### config.mk
export PLATFORM = sky130hd
export DESIGN_NAME = exp_1x1_ker_write_cont_flat
export DESIGN_NICKNAME = d
export VERILOG_FILES = /design/src/rtl/exp_1x1_ker_write_cont_if.sv /design/src/rtl/exp_1x1_ker_write_cont.sv /design/src/flat_wrapper.sv
export SDC_FILE = /design/constraint.sdc
export NUM_CORES = 1
export LEC_CHECK = 0
export ABC_AREA = 1
export CORE_MARGIN = 3
export CORE_UTILIZATION = 45
export CTS_BUF_LIST = sky130_fd_sc_hd__clkbuf_4
export DETAILED_ROUTE_END_ITERATION = 10
export PLACE_DENSITY_LB_ADDON = 0.15
export REMOVE_ABC_BUFFERS = 1
export SYNTH_ARGS = -nofsm -noshare
export SYNTH_HDL_FRONTEND = slang
export SYNTH_SLANG_ARGS = --single-unit
### constraint.sdc
create_clock -name clk_i -period 8.64 [get_ports clk_i]
set_clock_uncertainty 0.05 [all_clocks]
set_input_delay 0.864 -clock clk_i [delete_from_list [all_inputs] [get_ports clk_i]]
set_output_delay 0.864 -clock clk_i [all_outputs]
set_load 0.02 [all_outputs]
### src/rtl/exp_1x1_ker_write_cont_if.sv
// Kernel stream handshake bundle between the kernel DMA/stream and the
// expand-1x1 kernel write controller.
interface exp_1x1_ker_write_cont_if #(
   parameter int DATA_W = 64
);
   logic [DATA_W-1:0] ker_data_i;
   logic              ker_valid_i;
   logic              ker_ready_o;

   // stream source side (DMA / bench)
   modport master (
      output ker_data_i,
      output ker_valid_i,
      input  ker_ready_o
   );

   // stream sink side (write controller)
   modport slave (
      input  ker_data_i,
      input  ker_valid_i,
      output ker_ready_o
   );
endinterface

### src/rtl/exp_1x1_ker_write_cont.sv
// Expand-1x1 kernel write controller.
// Streams kernel words into the expand-1x1 kernel RAM at linear addresses and
// publishes how many complete depth layers have landed, so the read
// controller never reads a partially written layer.
// Optional feature macro: EXP1_KER_WR_CHKSUM_EN adds exp_1x1_ker_chksum_o,
// a running XOR of every word written in the current layer-set load.
module exp_1x1_ker_write_cont #(
   parameter int DATA_W = 64,
   parameter int ADDR_W = 12
) (
   input  logic                  clk_i,
   input  logic                  rst_i,
   input  logic                  start_i,
   input  logic                  exp_1x1_en_i,
   input  logic [6:0]            one_exp1_ker_addr_limit_i,
   input  logic [5:0]            exp1_ker_depth_i,
   exp_1x1_ker_write_cont_if.slave ker_if,
   output logic                  exp_1x1_ram_wr_en_o,
   output logic [ADDR_W-1:0]     exp_1x1_ram_wr_addr_o,
   output logic [DATA_W-1:0]     exp_1x1_ram_wr_data_o,
   output logic [6:0]            exp_1x1_layer_ready_no_o,
   output logic                  exp_1x1_ker_wr_done_o,
   output logic                  exp_1x1_cfg_err_o
`ifdef EXP1_KER_WR_CHKSUM_EN
   ,
   output logic [DATA_W-1:0]     exp_1x1_ker_chksum_o
`endif
);

   // RAM capacity in words, expressed in the 13-bit product domain
   localparam logic [12:0] CAP = 13'(2 ** ADDR_W);

   typedef enum logic [1:0] {
      ST_IDLE = 2'd0,
      ST_LOAD = 2'd1,
      ST_DONE = 2'd2
   } state_t;

   state_t              state_q, state_d;
   logic [6:0]          limit_q, limit_d;
   logic [5:0]          depth_q, depth_d;
   logic [6:0]          word_cnt_q, word_cnt_d;
   logic [6:0]          layer_cnt_q, layer_cnt_d;
   logic [ADDR_W-1:0]   addr_q, addr_d;
   logic                wr_en_q, wr_en_d;
   logic [ADDR_W-1:0]   wr_addr_q, wr_addr_d;
   logic [DATA_W-1:0]   wr_data_q, wr_data_d;
   logic                layer_pend_q, layer_pend_d;
   logic [6:0]          layer_rdy_q, layer_rdy_d;
   logic                cfg_err_q, cfg_err_d;
`ifdef EXP1_KER_WR_CHKSUM_EN
   logic [DATA_W-1:0]   chk_q, chk_d;
`endif

   logic                ker_ready;
   logic                xfer;
   logic                last_in_layer;
   logic                last_layer;
   logic [12:0]         cfg_prod;
   logic                cfg_bad;

   // handshake: never accept while a new layer-set load is being started
   always_comb begin
      ker_ready     = (state_q == ST_LOAD) && !start_i;
      xfer          = ker_ready && ker_if.ker_valid_i;
      last_in_layer = (word_cnt_q == (limit_q - 7'd1));
      last_layer    = (layer_cnt_q == {1'b0, depth_q});
      cfg_prod      = {6'd0, one_exp1_ker_addr_limit_i} * ({7'd0, exp1_ker_depth_i} + 13'd1);
      cfg_bad       = (one_exp1_ker_addr_limit_i == 7'd0) || (cfg_prod > CAP);
   end

   // next-state and datapath update; start_i overrides whatever the FSM was doing
   always_comb begin
      state_d      = state_q;
      limit_d      = limit_q;
      depth_d      = depth_q;
      word_cnt_d   = word_cnt_q;
      layer_cnt_d  = layer_cnt_q;
      addr_d       = addr_q;
      wr_en_d      = 1'b0;
      wr_addr_d    = wr_addr_q;
      wr_data_d    = wr_data_q;
      layer_pend_d = 1'b0;
      layer_rdy_d  = layer_pend_q ? (layer_rdy_q + 7'd1) : layer_rdy_q;
      cfg_err_d    = cfg_err_q;
`ifdef EXP1_KER_WR_CHKSUM_EN
      chk_d        = chk_q;
`endif

      unique case (state_q)
         ST_IDLE: begin
            state_d = ST_IDLE;
         end
         ST_LOAD: begin
            if (xfer) begin
               wr_en_d   = 1'b1;
               wr_addr_d = addr_q;
               wr_data_d = ker_if.ker_data_i;
               addr_d    = addr_q + ADDR_W'(1);
`ifdef EXP1_KER_WR_CHKSUM_EN
               // folded in at accept so the sum is final alongside the last write
               chk_d     = chk_q ^ ker_if.ker_data_i;
`endif
               if (last_in_layer) begin
                  word_cnt_d   = 7'd0;
                  layer_cnt_d  = layer_cnt_q + 7'd1;
                  // published one cycle after the write strobe, once the word is in RAM
                  layer_pend_d = 1'b1;
                  if (last_layer) begin
                     state_d = ST_DONE;
                  end
               end else begin
                  word_cnt_d = word_cnt_q + 7'd1;
               end
            end
         end
         ST_DONE: begin
            state_d = ST_IDLE;
         end
         default: begin
            state_d = ST_IDLE;
         end
      endcase

      if (start_i) begin
         limit_d      = one_exp1_ker_addr_limit_i;
         depth_d      = exp1_ker_depth_i;
         word_cnt_d   = 7'd0;
         layer_cnt_d  = 7'd0;
         addr_d       = '0;
         layer_pend_d = 1'b0;
         layer_rdy_d  = 7'd0;
         cfg_err_d    = exp_1x1_en_i && cfg_bad;
         state_d      = (exp_1x1_en_i && !cfg_bad) ? ST_LOAD : ST_DONE;
`ifdef EXP1_KER_WR_CHKSUM_EN
         chk_d        = '0;
`endif
      end
   end

   // FSM state register
   always_ff @(posedge clk_i or posedge rst_i) begin
      if (rst_i) begin
         state_q <= ST_IDLE;
      end else begin
         state_q <= state_d;
      end
   end

   // counters, RAM write port and status registers
   always_ff @(posedge clk_i or posedge rst_i) begin
      if (rst_i) begin
         limit_q      <= '0;
         depth_q      <= '0;
         word_cnt_q   <= '0;
         layer_cnt_q  <= '0;
         addr_q       <= '0;
         wr_en_q      <= 1'b0;
         wr_addr_q    <= '0;
         wr_data_q    <= '0;
         layer_pend_q <= 1'b0;
         layer_rdy_q  <= '0;
         cfg_err_q    <= 1'b0;
`ifdef EXP1_KER_WR_CHKSUM_EN
         chk_q        <= '0;
`endif
      end else begin
         limit_q      <= limit_d;
         depth_q      <= depth_d;
         word_cnt_q   <= word_cnt_d;
         layer_cnt_q  <= layer_cnt_d;
         addr_q       <= addr_d;
         wr_en_q      <= wr_en_d;
         wr_addr_q    <= wr_addr_d;
         wr_data_q    <= wr_data_d;
         layer_pend_q <= layer_pend_d;
         layer_rdy_q  <= layer_rdy_d;
         cfg_err_q    <= cfg_err_d;
`ifdef EXP1_KER_WR_CHKSUM_EN
         chk_q        <= chk_d;
`endif
      end
   end

   assign ker_if.ker_ready_o       = ker_ready;
   assign exp_1x1_ram_wr_en_o      = wr_en_q;
   assign exp_1x1_ram_wr_addr_o    = wr_addr_q;
   assign exp_1x1_ram_wr_data_o    = wr_data_q;
   assign exp_1x1_layer_ready_no_o = layer_rdy_q;
   assign exp_1x1_ker_wr_done_o    = (state_q == ST_DONE);
   assign exp_1x1_cfg_err_o        = cfg_err_q;
`ifdef EXP1_KER_WR_CHKSUM_EN
   assign exp_1x1_ker_chksum_o     = chk_q;
`endif

endmodule

### src/flat_wrapper.sv
// flat-port wrapper written by rule: the top's interface ports become plain ports
module exp_1x1_ker_write_cont_flat 
#(
   parameter int DATA_W = 64,
   parameter int ADDR_W = 12
)
  (clk_i, rst_i, start_i, exp_1x1_en_i, one_exp1_ker_addr_limit_i, exp1_ker_depth_i, exp_1x1_ram_wr_en_o, exp_1x1_ram_wr_addr_o, exp_1x1_ram_wr_data_o, exp_1x1_layer_ready_no_o, exp_1x1_ker_wr_done_o, exp_1x1_cfg_err_o, ker_if_ker_data_i, ker_if_ker_valid_i, ker_if_ker_ready_o);
  exp_1x1_ker_write_cont_if #(.DATA_W(DATA_W)) ker_if_i ();
  input  logic clk_i;
  input  logic rst_i;
  input  logic start_i;
  input  logic exp_1x1_en_i;
  input  logic [6:0] one_exp1_ker_addr_limit_i;
  input  logic [5:0] exp1_ker_depth_i;
  output logic exp_1x1_ram_wr_en_o;
  output logic [ADDR_W-1:0] exp_1x1_ram_wr_addr_o;
  output logic [DATA_W-1:0] exp_1x1_ram_wr_data_o;
  output logic [6:0] exp_1x1_layer_ready_no_o;
  output logic exp_1x1_ker_wr_done_o;
  output logic exp_1x1_cfg_err_o;
  input wire logic [$bits(ker_if_i.ker_data_i)-1:0] ker_if_ker_data_i;
  input wire logic [$bits(ker_if_i.ker_valid_i)-1:0] ker_if_ker_valid_i;
  output wire logic [$bits(ker_if_i.ker_ready_o)-1:0] ker_if_ker_ready_o;
  assign ker_if_i.ker_data_i = ker_if_ker_data_i;
  assign ker_if_i.ker_valid_i = ker_if_ker_valid_i;
  assign ker_if_ker_ready_o = ker_if_i.ker_ready_o;
  exp_1x1_ker_write_cont #(.DATA_W(DATA_W), .ADDR_W(ADDR_W)) u_core (.clk_i(clk_i), .rst_i(rst_i), .start_i(start_i), .exp_1x1_en_i(exp_1x1_en_i), .one_exp1_ker_addr_limit_i(one_exp1_ker_addr_limit_i), .exp1_ker_depth_i(exp1_ker_depth_i), .ker_if(ker_if_i), .exp_1x1_ram_wr_en_o(exp_1x1_ram_wr_en_o), .exp_1x1_ram_wr_addr_o(exp_1x1_ram_wr_addr_o), .exp_1x1_ram_wr_data_o(exp_1x1_ram_wr_data_o), .exp_1x1_layer_ready_no_o(exp_1x1_layer_ready_no_o), .exp_1x1_ker_wr_done_o(exp_1x1_ker_wr_done_o), .exp_1x1_cfg_err_o(exp_1x1_cfg_err_o));
endmodule
==> metrics.md <==
| Metric | Value |
|---|---|
| Post-DP Area | `9040 um^2` |
| Most frequent cells in the layout | `361 x nand2_1, 168 x clkdlybuf4s50_1, 127 x dfrtp_1` |
| Critical path class | `in -> reg` |
| Setup slack at placement | `approximately 2500 ps` |
| Hold-fix buffers at CTS | `0` |
| Post_cts resized | `0` |
| Crit-path slowest cell | `clkdlybuf4s50_1` |
| Row cnt | `45` |
| Root buf cell | `clkbuf_4` |
| Inserted Clock Buffers | `17` |
| Clock-pin slew on the worst setup and hold paths | `90 ps` |
| Met2 WL | `a little over 8000 um` |
| CTS sink count | `approximately 130` |
| Overall routing resource usage | `between 20% and 30%` |
| Worst Hold Depth | `2` |
| Core Footprint | `15400 um^2` |
| Final cell count without fillers | `between 1000 and 1500` |
| WL met3 | `around 930 um` |
| Yosys warnings | `0` |
| Worst path depth | `24` |
| Routed len/inst | `around 13 um` |
| Io pins | `between 150 and 200` |
| CP Max Fanout | `7` |
| Crit path max-delay family | `adder cells` |
| HP Class | `reg -> reg` |
| # fillers | `about 1400` |
| Min cycle time layout | `around 5600 ps` |
| Area of the die | `about 17000 um^2` |
| RSZ-0062 raised after global routing | `no` |
| Die W | `132 um` |
| Wl on met1 | `approximately 8100 um` |
| Highest routed metal layer | `met4` |
| Final period utilization | `roughly two thirds` |
| CP required | `~9000 ps` |
| Post-route cell area | `slightly above 9000 um^2` |
| Final setup violation count | `0` |
| Slew at the pin closest to its max-slew limit | `963 ps` |
| Rel. slew slack | `between 30% and 40%` |
| Yosys top cell area share | `roughly 44%` |
| Fmax | `about 0.18 GHz` |
| Worst EP arrival | `about 6000 ps` |
| DR vias | `about 6100` |
| Pins over their slew limit | `0` |
| Critical path, cell by cell | `clkdlybuf4s50_1, ha_1, nand3_1, xor2_1, nor2_1, fa_1, inv_1, fa_1, inv_1, fa_1, fa_1, ha_1, nand2_1, nand2_1, a21oi_1, nand2_1, nand2_1, nand2_1, nor2_1, nand2_1, o21bai_1, nand3_1, nand2_1, nor2_1` |
| Peak supply drop | `around 0.00009 V` |
| GRT overflow | `0` |
| DRC viols | `0` |
| CTS Buffer Depth | `2` |
| Cells after Synth | `~900` |
| Cell variety after synth | `31` |
| Worst reg2reg path depth | `12` |
| CTS tree | `done` |
| Initial antenna violation count | `1` |
| Crit start category | `input pin` |
| Total negative slack | `0 ps` |
| Pin count of the biggest net entering global routing | `89` |
| CP endpoint kind | `flop` |
| Number of port buffers | `168` |
| Synth Area per Inst | `7.97 um^2` |
| Hold Violations, Final | `0` |
| Vias per std cell | `4.75` |
| Cell accounting for the most synthesized area | `dfrtp_1` |
| First-pass GRT wire length | `just under 30000 um` |
| Layout cells sized above 1 | `between 4 and 5%` |
| Max stage delay on crit path | `620 ps` |
| Detail Route Antenna Nets | `0` |
| Nets | `approximately 1200` |
| Buf/Inv on CP | `3` |
| Post-synthesis sequential area ratio | `between 40 and 50%` |
| Maxcap violations | `0` |
| H-tree depth | `4` |
| P per Cell Area | `235 nW/um^2` |
| Placed cell count | `about 1300` |
| Synth area leaders | `dfrtp_1 44%, nand2_1 19%, fa_1 6.4%` |
| Worst setup margin | `a little over 3000 ps` |
| Postcts setup bufs | `0` |
| P&R area growth vs syn | `29.9%` |
| GP Congestion | `0.882` |
| CP most frequent cell | `nand2_1` |
| PnR Total Power | `2190 uW` |
| #FFs+latches synth | `127` |
| Clk Latency, worst-skew pair | `~530 ps` |
| Initial Utilization | `46.6%` |
| Netlist Area Pre-Place | `around 7200 um^2` |
| Most common cell after layout, fill and taps aside | `nand2_1` |
| Post-DP HPWL | `about 13000 um` |
| Die Ht | `approximately 130 um` |
| First-pass DRT Iterations | `6` |
| Leakage power | `0.00473 uW` |
| Vias in the first global route | `just under 6000` |
| WL final | `around 17000 um` |
| Status | `finished, final reports clean` |
| Iter 0 DRT Violations | `330` |
[metrics by stage]
step           utilization [%]  hold slack [ps]
2_1_floorplan                -              410
3_3_place_gp              58.8              411
5_1_grt                   60.5              456
3_5_place_dp              58.8              414
6_report                  60.5              435
4_1_cts                   60.5              439
[state kept, by name, summed over array words and instances (netlist names)]
| signal | flops |
|---|---|
| u_core.exp_1x1_ram_wr_data_o | 64 |
| u_core.addr_q | 12 |
| u_core.exp_1x1_ram_wr_addr_o | 12 |
| u_core.exp_1x1_layer_ready_no_o | 7 |
| u_core.layer_cnt_q | 7 |
| u_core.limit_q | 7 |
| u_core.word_cnt_q | 7 |
| u_core.depth_q | 6 |
| u_core.state_q | 2 |
| u_core.exp_1x1_cfg_err_o | 1 |
| u_core.exp_1x1_ram_wr_en_o | 1 |
| u_core.layer_pend_q | 1 |
[logic make-up (layout without fill, tap and decap cells)]
logic type / Yosys count / in the layout / synth area share [%]
AOI/OAI and AO/OA: 58 / 58 / 4.42
xor gates and xnor gates: 30 / 30 / 3.67
adders and majority gates: 59 / 59 / 12.7
buffers and inverters: 119 / 297 / 6.33
DFF: 127 / 127 / 44.4
other: 0 / 1 / 0
and+or+nand+nor: 505 / 505 / 28.5
[path summary, 6_finish.rpt]
path | slack [ps] | endpoint | startpoint
worst max-delay path | 3040 | u_core.state_q[1] | exp1_ker_depth_i[0]
worst min-delay path | 430 | u_core.exp_1x1_ram_wr_data_o[18] | u_core.exp_1x1_ram_wr_data_o[18]
worst max register to register | 6420 | u_core.addr_q[10] | u_core.state_q[1]
worst min register to register | 430 | u_core.exp_1x1_ram_wr_data_o[18] | u_core.exp_1x1_ram_wr_data_o[18]
max in group asynchronous | 6400 | u_core.exp_1x1_ram_wr_addr_o[7] | rst_i
min in group asynchronous | 740 | u_core.exp_1x1_ram_wr_data_o[8] | rst_i
[Yosys cell counts]
cell type,instances
o21bai_1,1
buf_4,1
nand2_1,362
inv_1,94
nand3_1,26
buf_1,6
a211oi_1,2
dfrtp_1,127
o2111ai_1,1
nor2_1,76
nor2_2,1
nand2_2,3
or2_2,3
ha_1,36
buf_2,2
nand3b_1,4
xnor2_1,6
nor3_2,4
inv_2,1
or2_0,1
o21ai_0,37
nor3_1,9
o21ai_4,1
nor4_1,1
or2_1,1
clkbuf_1,15
xor2_1,24
o221ai_1,1
fa_1,23
a21oi_1,15
nand4_1,14
[layer usage]
metal / vias to the layer above / track usage, %
met2: 151 / 32.8
met4: 0 / 5.37
met5: - / 0
met3: 10 / 4.73
li1: 3112 / -
met1: 2849 / 27.7
[layout make-up]
| type | instances | area (um^2) | share of cell area, % |
|---|---|---|---|
| multi-input cells | 652 | 3530 | 38.0 |
| flip-flops and latches | 127 | 3180 | 34.2 |
| repair buffers | 172 | 1710 | 18.4 |
| inverters | 95 | 359 | 3.86 |
| well taps | 211 | 264 | 2.84 |
| clock buffers | 22 | 165 | 1.77 |
| clock inverters | 8 | 92.6 | 0.995 |
| diodes | 1 | 2.50 | 0.0269 |
[report_power, final]
group          switching, uW  internal [uW]
sequential              78.7            736
combinational            544            441
clock                    203            182
total                    826           1360
[worst reg2reg max path, delay by kind of cell, from the launching register on]
family	cells	cell delay [ps]
flops	1	370
compound gates	2	230
simple gates	7	1140
buf+inv	3	350
Note: power is estimated with default switching activity, not from simulation.
